## src/rtl/y86_pkg.sv

```systemverilog
// Shared y86 definitions: instruction codes, fetch word width and fetch FSM states.
package y86_pkg;

  localparam int INSTR_W = 80;

  localparam logic [3:0] ICODE_HALT   = 4'h0;
  localparam logic [3:0] ICODE_NOP    = 4'h1;
  localparam logic [3:0] ICODE_RRMOVQ = 4'h2;
  localparam logic [3:0] ICODE_IRMOVQ = 4'h3;
  localparam logic [3:0] ICODE_RMMOVQ = 4'h4;
  localparam logic [3:0] ICODE_MRMOVQ = 4'h5;
  localparam logic [3:0] ICODE_OPQ    = 4'h6;
  localparam logic [3:0] ICODE_JXX    = 4'h7;
  localparam logic [3:0] ICODE_CALL   = 4'h8;
  localparam logic [3:0] ICODE_RET    = 4'h9;
  localparam logic [3:0] ICODE_PUSHQ  = 4'hA;
  localparam logic [3:0] ICODE_POPQ   = 4'hB;

  typedef enum logic [1:0] {FETCH0, FETCHN, PRESENT, HALT} fetch_state_e;

endpackage

```

## src/rtl/y86_instr_len.sv

```systemverilog
// Combinational instruction length decode from icode; err flags icodes above POPQ.
module y86_instr_len
  import y86_pkg::*;
(
  input  logic [3:0] icode_i,
  output logic [3:0] len_o,
  output logic       err_o
);

  always_comb begin
    len_o = 4'd1;
    err_o = 1'b0;
    case (icode_i)
      ICODE_HALT, ICODE_NOP, ICODE_RET:                len_o = 4'd1;
      ICODE_RRMOVQ, ICODE_OPQ, ICODE_PUSHQ, ICODE_POPQ: len_o = 4'd2;
      ICODE_JXX, ICODE_CALL:                           len_o = 4'd9;
      ICODE_IRMOVQ, ICODE_RMMOVQ, ICODE_MRMOVQ:        len_o = 4'd10;
      default:                                         err_o = 1'b1;
    endcase
  end

endmodule

```

## src/rtl/y86_fetch_sequencer.sv

```systemverilog
// Byte-serial y86 instruction fetch: packs 1/2/9/10-byte instructions and presents them to decode.
// Define FETCH_PERF_EN to add the perf_instr / perf_stall counter ports.
module y86_fetch_sequencer
  import y86_pkg::*;
#(
  parameter int                ADDR_W   = 64,
  parameter logic [ADDR_W-1:0] RESET_PC = '0
) (
  input  logic               clk,
  input  logic               rst,
  output logic               mem_req,
  output logic [ADDR_W-1:0]  mem_addr,
  input  logic [7:0]         mem_rdata,
  input  logic               mem_rvalid,
  input  logic               redirect_valid,
  input  logic [ADDR_W-1:0]  redirect_pc,
  output logic [INSTR_W-1:0] instr,
  output logic [ADDR_W-1:0]  instr_pc,
  output logic [3:0]         instr_len,
  output logic               instr_err,
  output logic               instr_valid,
  input  logic               instr_ready,
  output logic               halted,
  output logic [1:0]         dbg_state
`ifdef FETCH_PERF_EN
  ,
  output logic [31:0]        perf_instr,
  output logic [31:0]        perf_stall
`endif
);

  fetch_state_e       state_q;
  logic [ADDR_W-1:0]  pc_q, mem_addr_q;
  logic [3:0]         cnt_q, len_q, len_w;
  logic [INSTR_W-1:0] instr_q;
  logic               err_q, err_w, instr_valid_q, halted_q, mem_req_q, drop_q;

  y86_instr_len u_len (
    .icode_i (mem_rdata[7:4]),
    .len_o   (len_w),
    .err_o   (err_w)
  );

  // Valid/ready: instr and sideband hold while instr_valid && !instr_ready;
  // the word transfers on a cycle where both are high.
  always_ff @(posedge clk or posedge rst) begin
    if (rst) begin
      state_q       <= FETCH0;
      pc_q          <= RESET_PC;
      mem_addr_q    <= RESET_PC;
      cnt_q         <= '0;
      len_q         <= '0;
      err_q         <= 1'b0;
      instr_q       <= '0;
      instr_valid_q <= 1'b0;
      halted_q      <= 1'b0;
      mem_req_q     <= 1'b0;
      drop_q        <= 1'b0;
    end else begin
      // A response with no request outstanding is either the dropped one or stray.
      if (mem_rvalid && !mem_req_q) drop_q <= 1'b0;
      if (redirect_valid) begin
        state_q       <= FETCH0;
        pc_q          <= redirect_pc;
        mem_addr_q    <= redirect_pc;
        instr_valid_q <= 1'b0;
        halted_q      <= 1'b0;
        mem_req_q     <= 1'b0;
        if (mem_req_q && !mem_rvalid) drop_q <= 1'b1;
      end else begin
        case (state_q)
          FETCH0: begin
            if (mem_req_q) begin
              if (mem_rvalid) begin
                instr_q    <= {mem_rdata, {(INSTR_W-8){1'b0}}};
                len_q      <= len_w;
                err_q      <= err_w;
                cnt_q      <= 4'd1;
                mem_addr_q <= pc_q + ADDR_W'(1);
                if (len_w == 4'd1 || err_w) begin
                  mem_req_q     <= 1'b0;
                  instr_valid_q <= 1'b1;
                  state_q       <= PRESENT;
                end else begin
                  state_q <= FETCHN;
                end
              end
            end else if (!drop_q || mem_rvalid) begin
              mem_req_q  <= 1'b1;
              mem_addr_q <= pc_q;
            end
          end
          FETCHN: begin
            if (mem_rvalid) begin
              for (int k = 1; k < 10; k++) begin
                if (cnt_q == 4'(k)) instr_q[INSTR_W-1-8*k -: 8] <= mem_rdata;
              end
              if (cnt_q == len_q - 4'd1) begin
                mem_req_q     <= 1'b0;
                instr_valid_q <= 1'b1;
                state_q       <= PRESENT;
              end else begin
                cnt_q      <= cnt_q + 4'd1;
                mem_addr_q <= pc_q + ADDR_W'(cnt_q + 4'd1);
              end
            end
          end
          PRESENT: begin
            if (instr_ready) begin
              instr_valid_q <= 1'b0;
              pc_q          <= pc_q + ADDR_W'(len_q);
              if (instr_q[INSTR_W-1 -: 4] == ICODE_HALT || err_q) begin
                halted_q <= 1'b1;
                state_q  <= HALT;
              end else begin
                mem_req_q  <= 1'b1;
                mem_addr_q <= pc_q + ADDR_W'(len_q);
                state_q    <= FETCH0;
              end
            end
          end
          default: ;
        endcase
      end
    end
  end

  assign mem_req     = mem_req_q;
  assign mem_addr    = mem_addr_q;
  assign instr       = instr_q;
  assign instr_pc    = pc_q;
  assign instr_len   = len_q;
  assign instr_err   = err_q;
  assign instr_valid = instr_valid_q;
  assign halted      = halted_q;
  assign dbg_state   = state_q;

`ifdef FETCH_PERF_EN
  logic [31:0] perf_instr_q, perf_stall_q;

  always_ff @(posedge clk or posedge rst) begin
    if (rst) begin
      perf_instr_q <= '0;
      perf_stall_q <= '0;
    end else begin
      if (instr_valid_q && instr_ready && perf_instr_q != 32'hFFFF_FFFF)
        perf_instr_q <= perf_instr_q + 32'd1;
      if (instr_valid_q && !instr_ready && perf_stall_q != 32'hFFFF_FFFF)
        perf_stall_q <= perf_stall_q + 32'd1;
    end
  end

  assign perf_instr = perf_instr_q;
  assign perf_stall = perf_stall_q;
`endif

endmodule

```

## config.mk

```make
export PLATFORM = sky130hd
export DESIGN_NAME = y86_fetch_sequencer
export DESIGN_NICKNAME = d
export VERILOG_FILES = /design/src/rtl/y86_pkg.sv /design/src/rtl/y86_instr_len.sv /design/src/rtl/y86_fetch_sequencer.sv
export SDC_FILE = /design/constraint.sdc
export NUM_CORES = 1
export LEC_CHECK = 0
export ABC_AREA = 1
export CAP_MARGIN = 20
export CORE_AREA = 5 5 218 220
export CTS_BUF_LIST = sky130_fd_sc_hd__clkbuf_4 sky130_fd_sc_hd__clkbuf_8
export CTS_CLUSTER_SIZE = 25
export DETAILED_ROUTE_END_ITERATION = 8
export DIE_AREA = 0 0 223 225
export GPL_TIMING_DRIVEN = 0
export PLACE_DENSITY = 0.58
export SYNTH_ARGS = -nofsm -noshare
export SYNTH_HDL_FRONTEND = slang
export SYNTH_SLANG_ARGS = --single-unit
```

## constraint.sdc

```tcl
create_clock -name clk -period 12.1 [get_ports clk]
set_clock_uncertainty 0.1 [all_clocks]
set_input_delay 3.025 -clock clk [delete_from_list [all_inputs] [get_ports clk]]
set_output_delay 3.025 -clock clk [all_outputs]
set_load 0.1 [all_outputs]
```

==> results.toml, run 1 <==
[floorplanning]
initial_core_util = 0.347
die_h_um = 225
ios = 295
core_area_mm2 = 0.0451
die_area_mm2 = 0.0502
rows = 78
die_x_um = 223

[detailed_routing]
routed_via_density = 5.60
dr.pass1.iters = 5
drc = 0
drt_first_iter_violations = 1886
via_count = 18700
antenna_left = 0
post_drt_wl_per_cell_um = 27.0
postRouteWirelength_um = 90400

[global_routing]
grt_max_degree = 94
antenna_found_initial = 2
overflow = 0
grt_pass1_vias = 18300
grt_pass1_wl_um = 128000
grt_util_all_layers = 0.348

[cells_and_area]
fin_cells = 3345
drive_above_1_share = 0.0773
final_util = 0.455
area_delta_synth_final_pct = 31.3
final_nets = 2806
layout_common_cells = "nand2_1 (643), clkdlybuf4s50_1 (293), nor2_1 (244), dfrtp_1 (222), nand3_1 (217)"
fin_area_mm2 = 0.0205
final_common_cell = "nand2_1"

[setup_path]
worstSetupPathType = "reg -> out"
cp.arrival_ps = 2550
worstPathRequired_ps = 8970
crit_fanout = 8
end_kind = "output port"
crit_path_max_incr_delay_ps = 1240
startpoint_type = "flip-flop"
crit_chain = "clkdlybuf4s50_1"
cp_top_family = "buffers and inverters"
rr_worst_depth = 12
slowest_stage = "clkdlybuf4s50_1"
path_depth = 1
critPathBufInv = 1

[place]
place_ws_ps = 6050
dpl.hpwl_um = 70100
io_buffers = 293
gp_congestion = 1.04
dp_cells = 3264
place_area_mm2 = 0.0195

[clocking]
clock_sinks = 222
cts_max_level = 2
cts.path.max_buffers = 3
tritoncts = "built"
cts_setup_buffers = 0
cts-root-buf = "clkbuf_8"
clkTransAtPathRegs_ps = 60
post_cts_resized = 0
clk_latency_ps = 660
numCtsBuffers = 43
hold_buffers = 0

[sta]
clock.fmax_mhz = 176
slew_violations = 0
hold_viol_final = 0
period_share = 0.469
min_period_ps = 5670
rsz0062_at_grt = "no"
worst_slew_pin_slew_ps = 1250
setup_viol = 0
final.setup.worst_slack_ps = 6430
max-slew-margin-rel = 0.167

[logic_synthesis]
synthesis.yosys.warnings = 0
synth_cell_types = 45
yosysSeqAreaShare = 0.355
ys.flop_type = "dfrtp_1"
avgSynthCellArea_um2 = 6.62
syn_area_mm2 = 0.0156
ys_ff_latch = 222
syn-num-nets = 2457
synthArstFlopShare = 1.00
synthCells = 2361
synth_edf_count = 0

[min_path]
min_path_type = "reg -> reg"
min_delay_path_depth = 2

[outcome]
status = "completed"

[job]
max-cap-violations = 0
==> final timing paths <==
path                       slack, ps                startpoint                       end
setup / recovery                6430  instr_pc[11]$_DFFE_PP0P_              instr_pc[11]
hold / removal                   380     instr[47]$_DFFE_PP0P_     instr[47]$_DFFE_PP0P_
max in group asynchronous       8290                       rst  mem_addr[63]$_DFFE_PP0P_
setup reg to reg                8610  dbg_state[0]$_DFFE_PP0P_  mem_addr[42]$_DFFE_PP0P_
min in group asynchronous       2710                       rst      instr[6]$_DFFE_PP0P_
hold reg to reg                  380     instr[47]$_DFFE_PP0P_     instr[47]$_DFFE_PP0P_
==> per-layer routing <==
layer  up-vias  track usage  share of wire
li1       8451            -              -
met1      9029        0.436           0.40
met2      1024        0.546           0.44
met3       229       0.0943          0.097
met4         0        0.190          0.062
met5         -            0              0
==> synth_stat cells, drive strengths merged, types with 31 or more instances <==
| master | number | area share |
|---|---|---|
| nand2 | 659 | 0.16 |
| nor2 | 287 | 0.083 |
| inv | 224 | 0.054 |
| dfrtp | 222 | 0.36 |
| nand3 | 222 | 0.073 |
| o21ai | 218 | 0.070 |
| a21oi | 200 | 0.064 |
| clkbuf | 65 | 0.016 |
| xor2 | 61 | 0.034 |
| buf | 44 | 0.014 |
| a22oi | 35 | 0.017 |
| nand4 | 31 | 0.013 |
==> area by class of cell <==
type                            instances  area [um^2]
Sequential cell                       222         5560
Multi-Input combinational cell       1803         8770
Fill cell                            4819        24600
Timing Repair Buffer                  304         3120
Inverter                              227          860
Buffer                                109          465
Clock buffer                           66          846
Antenna cell                            1         2.50
Tap cell                              600          751
Clock inverter                         13          169
==> flip-flops by register name, indices dropped and copies added (netlist names) <==
register and flops:
cnt_q 4, dbg_state 2, drop_q 1, halted 1, instr 80, instr_err 1
instr_len 3, instr_pc 64, instr_valid 1, mem_addr 64, mem_req 1
==> tightest hold or removal path, cell delays in order, from the launching register on <==
cell	delay, ps
dfrtp_1	340
nand2_1	50
o21ai_0	60
==> cells by family after synthesis <==
family          Yosys count  synth area share
compound gates          496             0.171
xor+xnor                 63            0.0353
fa+ha+maj                19            0.0162
buf+inv                 336            0.0842
flops                   222             0.355
other cells               1          0.000240
simple gates           1224             0.338
==> through the flow <==
step                hold slack, ps  TNS [ps]
floorplan                      391         0
global placement               353   -139160
detailed placement             367         0
CTS                            386         0
global route                   403         0
finish                         380         0
Power of run 1 is left out: the tool's default activity adds up to more than one toggle a clock period on the data nets, which glitch-free logic cannot reach.
==> run 2, diff against run 1 <==
--- a/config.mk
+++ b/config.mk
@@ -13,7 +13,7 @@
 export DETAILED_ROUTE_END_ITERATION = 8
 export DIE_AREA = 0 0 223 225
 export GPL_TIMING_DRIVEN = 0
-export PLACE_DENSITY = 0.58
+export PLACE_DENSITY = 0.6
 export SYNTH_ARGS = -nofsm -noshare
 export SYNTH_HDL_FRONTEND = slang
 export SYNTH_SLANG_ARGS = --single-unit
==> constraint.sdc (replaced) <==
create_clock -name clk -period 4.98 [get_ports clk]
set_clock_uncertainty 0.1 [all_clocks]
set_input_delay 1.245 -clock clk [delete_from_list [all_inputs] [get_ports clk]]
set_output_delay 1.245 -clock clk [all_outputs]
set_load 0.1 [all_outputs]
==> run 2 against run 1 <==
Effect of this change:
- clock-buffer cell count shrank 9
- register-to-register slack lost 7100 ps
- final area shrank 0.55%
- final cell count shrank 0.27%
- global-route usage shrank 1.2 points
- wire length shrank 2.9%
- critical path depth is the same
- critical endpoint unchanged
- die area is the same
- via count is essentially flat
- sequential share of layout area grew 0.15 points
==> results.toml, run 2 (synthesis results as in run 1) <==
[cells_and_area]
final_nets = 2807
largest_reg_flops = 80
diodes = 0
layout_common_cells = "nand2_1 (643), clkdlybuf4s50_1 (293), nor2_1 (244), dfrtp_1 (222), nand3_1 (217)"
area_delta_synth_final_pct = 30.6
final_util = 0.453
final_common_cell = "nand2_1"
multiInputGateArea_mm2 = 0.00877
drive_above_1_share = 0.0746
fin_area_mm2 = 0.0204
register_area_mm2 = 0.00556
n_fill_cell = 4811

[place]
io_buffers = 293
place_area_mm2 = 0.0195
dpl.hpwl_um = 68100
gp_congestion = 1.05

[sta]
setup_viol = 0
worst_slew_pin_slew_ps = 1260
max-slew-margin-rel = 0.162
clock.fmax_mhz = 257
tns_ps = 0
hold_viol_final = 0
rsz0062_at_grt = "no"
period_share = 0.782
min_period_ps = 3890
slew_violations = 0

[setup_path]
worstSetupPathType = "reg -> out"
crit_path_max_incr_delay_ps = 1240
cp.arrival_ps = 2550
crit_chain = "clkdlybuf4s50_1"
worstPathRequired_ps = 3630
end_kind = "output port"
slowest_stage = "clkdlybuf4s50_1"
startpoint_type = "flip-flop"
critPathBufInv = 1
cp_top_family = "buffers and inverters"
crit_fanout = 8

[clocking]
numCtsBuffers = 42
hold_buffers = 0
cts-root-buf = "clkbuf_8"
cts.path.max_buffers = 3
cts_max_level = 2
clk_latency_ps = 650
post_cts_resized = 0
tritoncts = "built"
cts_setup_buffers = 0
clkTransAtPathRegs_ps = 60
clock_sinks = 222

[global_routing]
grt_pass1_wl_um = 125000
grt_max_degree = 41
grt_pass1_vias = 18200
grt_util_all_layers = 0.336
overflow = 0
antenna_found_initial = 4

[detailed_routing]
drt_first_iter_violations = 1791
dr.pass1.iters = 6
postRouteWirelength_um = 87700
drc = 0
via_count = 18700
post_drt_wl_per_cell_um = 26.3
antenna_left = 0
routed_via_density = 5.62

[floorplanning]
core_area_mm2 = 0.0451
initial_core_util = 0.347
rows = 78
ios = 295
die_area_mm2 = 0.0502
die_h_um = 225
die_x_um = 223

[outcome]
status = "completed"

[min_path]
min_path_type = "reg -> reg"

[job]
max-cap-violations = 0
## run 2: changes by cell type in the layout (fill, tap and decap cells not counted), sizes merged
cell,before,now
clkinv,8,12
diode,1,0
buf,55,57
clkbuf,131,122
inv,227,223
bufinv,3,2
## run 2: path summary, 6_finish.rpt
check / end / slack, ps / startpoint / cells past startpoint
max in group asynchronous: mem_addr[46]$_DFFE_PP0P_ / 2900 / rst / 4
min: instr[56]$_DFFE_PP0P_ / 380 / instr[56]$_DFFE_PP0P_ / 2
max: instr_pc[11] / 1090 / instr_pc[11]$_DFFE_PP0P_ / 1
min in group asynchronous: mem_addr[0]$_DFFE_PP0P_ / 940 / rst / 2
min reg2reg: instr[56]$_DFFE_PP0P_ / 380 / instr[56]$_DFFE_PP0P_ / 2
max reg2reg: mem_addr[9]$_DFFE_PP0P_ / 1510 / dbg_state[0]$_DFFE_PP0P_ / 13
## run 2: final cells by class
class,count,share of cell area
plain buffers,109,0.0228
clock buffers,57,0.0360
clock inverters,12,0.00662
inverters,227,0.0419
multi-input cells,1803,0.429
flip-flops and latches,222,0.272
well taps,600,0.0368
repair buffers,306,0.154
## run 2: per-layer routing
metal	global-route usage	part of all wire	vias up
met5	0	0.00054	-
met4	0.181	0.060	6
met3	0.0841	0.096	258
met2	0.531	0.44	1069
met1	0.424	0.40	8979
li1	-	-	8430
## run 2: per-stage QoR
stage | setup slack [ps] | hold WS, ps | std cells
global route | 1050 | 412 | 3336
floorplan | 739 | 391 | 2361
detailed placement | 670 | 370 | 3265
finish | 1090 | 381 | 3336
global placement | -1350 | 357 | 3254
CTS | 1060 | 390 | 3334
## run 2: worst min-delay path: stages, from the launching register on
cell     delay, ps
dfrtp_1        340
nand2_1         50
o21ai_0         60
Power of run 2 is left out for the same reason.
==> patch 1: new RTL, config.mk and constraints of run 2 <==
Change the parameter `ADDR_W` from 64 to 32.
--- a/src/rtl/y86_fetch_sequencer.sv
+++ b/src/rtl/y86_fetch_sequencer.sv
@@ -3,7 +3,7 @@
 module y86_fetch_sequencer
   import y86_pkg::*;
 #(
-  parameter int                ADDR_W   = 64,
+  parameter int                ADDR_W   = 32,
   parameter logic [ADDR_W-1:0] RESET_PC = '0
 ) (
   input  logic               clk,
Interface: changed (resized instr_pc, mem_addr and redirect_pc); port bits go from 295 to 199. No check against the original RTL was run, so the function may have changed too.
==> patch 1 against run 2 <==
- area after synthesis shrank 38%
- sequential cell count decreased by 64
- setup slack better by 0.12 ns
- sequential share of layout area grew 3.3 points
- count of clock-buffer cells in the layout down 38
- first-iteration DRC count shrank 55%
- non-clock buffer count shrank 149
- routed wire length down 50%
- synthesized cell count decreased by 43%
- global-route usage decreased by 17 points
- final area is 36% lower
- critical path type unchanged
- largest cell class unchanged
- highest routed layer unchanged
Power is not shown: default switching activity piles up to over one toggle a cycle in this logic, so the estimate is an artifact.
==> patch 1: results (changes against run 2) <==
| Metric | Value |
|---|---|
| CP arrival | 2.42 ns (-0.13 ns) |
| GRT Total Usage | 0.170 (-0.166) |
| Largest net degree at the start of global routing | 39 (-4.9%) |
| Final HPWL DP | 33.2 mm (-51%) |
| CP max-delay cell | clkdlybuf4s50_1 |
| CTS buffer count | 17 (-60%) |
| Hold depth | 2 (unchanged) |
| First-pass GRT wire length | 65.2 mm (-48%) |
| Hold WS | 0.378 ns (-0.00349 ns) |
| DRT iter0 DRCs | 811 (-55%) |
| Synth cell count leaders | 413 x nand2_1, 158 x dfrtp_1, 120 x nand3_1, 112 x o21ai_0, 83 x inv_1 |
| Gpl congestion | 0.940 (-10%) |
| Reg-to-reg startpoint | dbg_state[0] |
| Worst Hold Launch | instr[73] |
| Buffers on Ports | 197 (-33%) |
| Vias in the first global route | 10300 (-44%) |
| Nets | 1622 (-42%) |
| Post-synth cell types | 44 (-2.2%) |
| Worst-path fanout max | 7 (-1) |
| Initial antenna violation count | 1 (-3) |
| Layout cell share with drive strength beyond 1 | 0.0879 (+0.0133) |
| H-tree depth | 4 (+2) |
| Syn_nets | 1401 (-43%) |
| Slew HR | 0.271 (+0.109) |
| Worst hold path endpoint | instr[73] |
| DR vias/cell | 4.75 (-16%) |
| Synth area leaders | dfrtp_1 40%, nand2_1 16%, nand3_1 6.1% |
| Reg2reg end | mem_addr[6] |
| Worst reg2reg path depth | 10 (-3) |
| Outcome | complete, no violations |
| Insertion delay of the later-clocked pin in the worst-skew pair | 0.52 ns (-0.13 ns) |
| Clock transition at path regs | 0.10 ns (+0.04 ns) |
| DRT Wirelength | 43.8 mm (-50%) |
| Post-synthesis sequential area ratio | 0.405 (+0.0494) |
| Worst R2R Setup Slack | 1.87 ns (+0.36 ns) |
| DR pass1 iterations | 8 (+2) |
| CTS Buffer Depth | 2 (-1) |
-- patch 1: cell count changes after synthesis, sizes merged, moves of 81 or more --
cell / change
a21oi: -143
inv: -127
nand2: -232
nand3: -98
nor2: -188
o21ai: -81
-- patch 1: area by class of cell --
class,instances,area [um2]
inverters,101,383
flip-flops and latches,158,3950
clock inverters,11,135
multi-input cells,1015,5150
repair buffers,202,2060
fillers,4936,32100
plain buffers,64,285
clock buffers,19,255
well taps,600,751
-- patch 1: worst max-delay path by stage --
stage	cells after the start	from	slack, ns	to
6_report	1	instr_pc[8]	1.21	instr_pc[8]
3_3_place_gp	2	rst	0.12	mem_addr[21]
5_1_grt	1	instr_pc[8]	1.15	instr_pc[8]
4_1_cts	1	instr_pc[8]	1.21	instr_pc[8]
2_1_floorplan	1	rst	1.63	cnt_q[0]
3_5_place_dp	14	redirect_valid	1.14	mem_addr[6]
-- patch 1: through the flow --
step           worst slack (ns)  cell area (um2)  std cells
6_report                   1.21            13000       2170
5_1_grt                    1.15            13000       2170
4_1_cts                    1.21            13000       2170
3_5_place_dp               1.14            12600       2140
3_3_place_gp              0.120            12500       2135
2_1_floorplan              1.63             9780       1338
-- patch 1: cells by family (layout without fill, tap and decap cells) --
| family | after synthesis | count (layout) | share of synthesized area |
|---|---|---|---|
| other | 1 | 1 | 0.000384 |
| buffers and inverters | 165 | 397 | 0.0680 |
| xor gates and xnor gates | 34 | 34 | 0.0305 |
| and+or+nand+nor | 696 | 696 | 0.320 |
| DFF | 158 | 158 | 0.405 |
| AOI/OAI and AO/OA | 266 | 266 | 0.152 |
| adders and majority gates | 18 | 18 | 0.0246 |
-- patch 1: metal layers --
| layer | up-vias | GRT usage | part of all wire |
|---|---|---|---|
| li1 | 4846 | - | - |
| met1 | 4914 | 0.215 | 0.42 |
| met2 | 467 | 0.276 | 0.45 |
| met3 | 71 | 0.0625 | 0.10 |
| met4 | 2 | 0.0482 | 0.026 |
| met5 | - | 0 | 0.00030 |
==> patch 2: new RTL, settings of run 2 <==
Without the edit above. Put one more register stage on the output `dbg_state`, cleared by the reset. The value now appears one clock later. The other outputs are not delayed to match.
--- a/src/rtl/y86_fetch_sequencer.sv
+++ b/src/rtl/y86_fetch_sequencer.sv
@@ -133,7 +133,13 @@
   assign instr_err   = err_q;
   assign instr_valid = instr_valid_q;
   assign halted      = halted_q;
-  assign dbg_state   = state_q;
+  always_ff @(posedge clk or posedge rst) begin
+    if (rst) begin
+      dbg_state <= '0;
+    end else begin
+      dbg_state <= state_q;
+    end
+  end
 
 `ifdef FETCH_PERF_EN
   logic [31:0] perf_instr_q, perf_stall_q;
Formal check against the unedited RTL: not equivalent (a bounded check fails within 4 cycles, from zero or initial values and one cycle with rst high).
==> patch 2 against run 2 <==
- sequential cell count grew 2
- sequential share of layout area is 0.22 points lower
- routed wire length fell by 0.80%
- die area did not move
- first-iteration DRC count is 4.6% lower
- area after synthesis is 2.5% higher
- synthesized cell count increased by 5.0%
- setup slack lost 0.30 ns
- final area up 1.7%
- non-clock buffer count grew 16
- maximum frequency down 7.3%
- critical endpoint is now instr_pc[47]
Power is not shown: default switching activity piles up to over one toggle a cycle in this logic, so the estimate is an artifact.
==> patch 2: results (changes against run 2) <==
| Metric | Value |
|---|---|
| Outcome | complete, no violations |
| Clock buffer count | 61 (+7.0%) |
| Initial antenna violation count | 1 (-3) |
| Syn avg cell area | 6.46 um2 (-2.4%) |
| Multiplexer area fraction after synthesis | 0.00141 (+0.00141) |
| Nets | 2924 (+4.2%) |
| Syn_nets | 2576 (+4.8%) |
| Number of non-clock buffers | 431 (+3.9%) |
| Post-synthesis sequential area ratio | 0.350 (-0.00550) |
| Layout clock area frac | 0.0404 (-0.00217) |
| Reg-to-reg startpoint | state_q[0] |
| Synth cell count leaders | 758 x nand2_1, 285 x nor2_1, 234 x nand3_1, 233 x inv_1, 224 x dfrtp_1 |
| Fraction of area in multi-input gates | 0.429 (about the same) |
| Worst Hold Launch | state_q[1] |
| Reg2reg end | instr_pc[47] |
| CTS buffer count | 41 (-2.4%) |
| Worst-path fanout max | 10 (+2) |
| Post-Synth XOR/XNOR Area | 0.0311 (-0.00421) |
| Gpl congestion | 1.06 (+1.6%) |
| Hold WS | 0.334 ns (-0.0470 ns) |
| Post-synth cell types | 46 (+2.2%) |
| Vias in the first global route | 18400 (+0.62%) |
| First-pass GRT wire length | 125 mm (+0.25%) |
| DRT Wirelength | 87.0 mm (-0.80%) |
| Final HPWL DP | 66.8 mm (-1.8%) |
| CP arrival | 4.52 ns (+1.97 ns) |
| Non-clk buf share | 0.179 (+0.00221) |
| Tightest Pin Transition | 1.26 ns (-0.000537 ns) |
| Diode count | 1 (+1) |
| DR vias/cell | 5.48 (-2.5%) |
| GRT Total Usage | 0.335 (-0.000965) |
| Multi-In Gates | 1884 (+4.5%) |
| Area taken by flip-flops and latches | 5610 um2 (+0.90%) |
| Worst reg2reg path depth | 8 (-5) |
| Syn-to-layout area delta | 29.6% |
| Area after DPL | 19900 um2 (+1.9%) |
| Worst R2R Setup Slack | 0.78 ns (-0.73 ns) |
==> patch 2: cell count changes after synthesis, moves of 16 or more <==
cell     delta
inv_1      +23
nor2_1     +41
nand3_1    +17
a22oi_1    -33
a21oi_1    -97
nand2_1   +115
a31oi_1    +37
o21ai_1    +16
==> patch 2: how the worst max path moves through the flow <==
| stage | from | to | slack (ns) | cells after the start |
|---|---|---|---|---|
| finish | state_q[0] | instr_pc[47] | 0.78 | 8 |
| global route | state_q[0] | instr_pc[48] | 0.85 | 8 |
| CTS | state_q[0] | instr_pc[10] | 0.87 | 8 |
| detailed placement | instr_ready | instr_pc[47] | 0.27 | 6 |
| global placement | rst | instr_pc[52] | -1.22 | 2 |
| floorplan | rst | cnt_q[0] | 0.71 | 1 |
==> patch 2: critical path, stage by stage, from the launching register on <==
cell      delay [ns]
dfrtp_1         0.42
inv_1           0.10
ha_1            0.14
buf_2           0.39
nor2_1          0.15
nor2_1          0.65
clkbuf_1        0.87
buf_1           0.95
a31oi_1         0.19
==> patch 2: logic make-up (layout without fill, tap and decap cells) <==
family / after synthesis / after routing
fa+ha+maj: 19 / 19
simple gates: 1403 / 1403
flops: 224 / 224
mux: 2 / 2
xor+xnor: 56 / 56
compound gates: 403 / 403
buf+inv: 372 / 747
other cells: 1 / 2
==> patch 2: per-layer routing <==
layer / global-route usage / wire length (um)
met5: 0 / 17
met4: 0.166 / 5030
met3: 0.0728 / 7840
met2: 0.541 / 39000
met1: 0.427 / 35100
==> patch 2: stage by stage <==
step | std cells | util | worst slack, ns
after global routing | 3455 | 0.461 | 0.847
after CTS | 3452 | 0.460 | 0.870
after detailed placement | 3382 | 0.441 | 0.270
after floorplan | 2480 | - | 0.711
final | 3456 | 0.461 | 0.782
after global placement | 3372 | 0.437 | -1.22
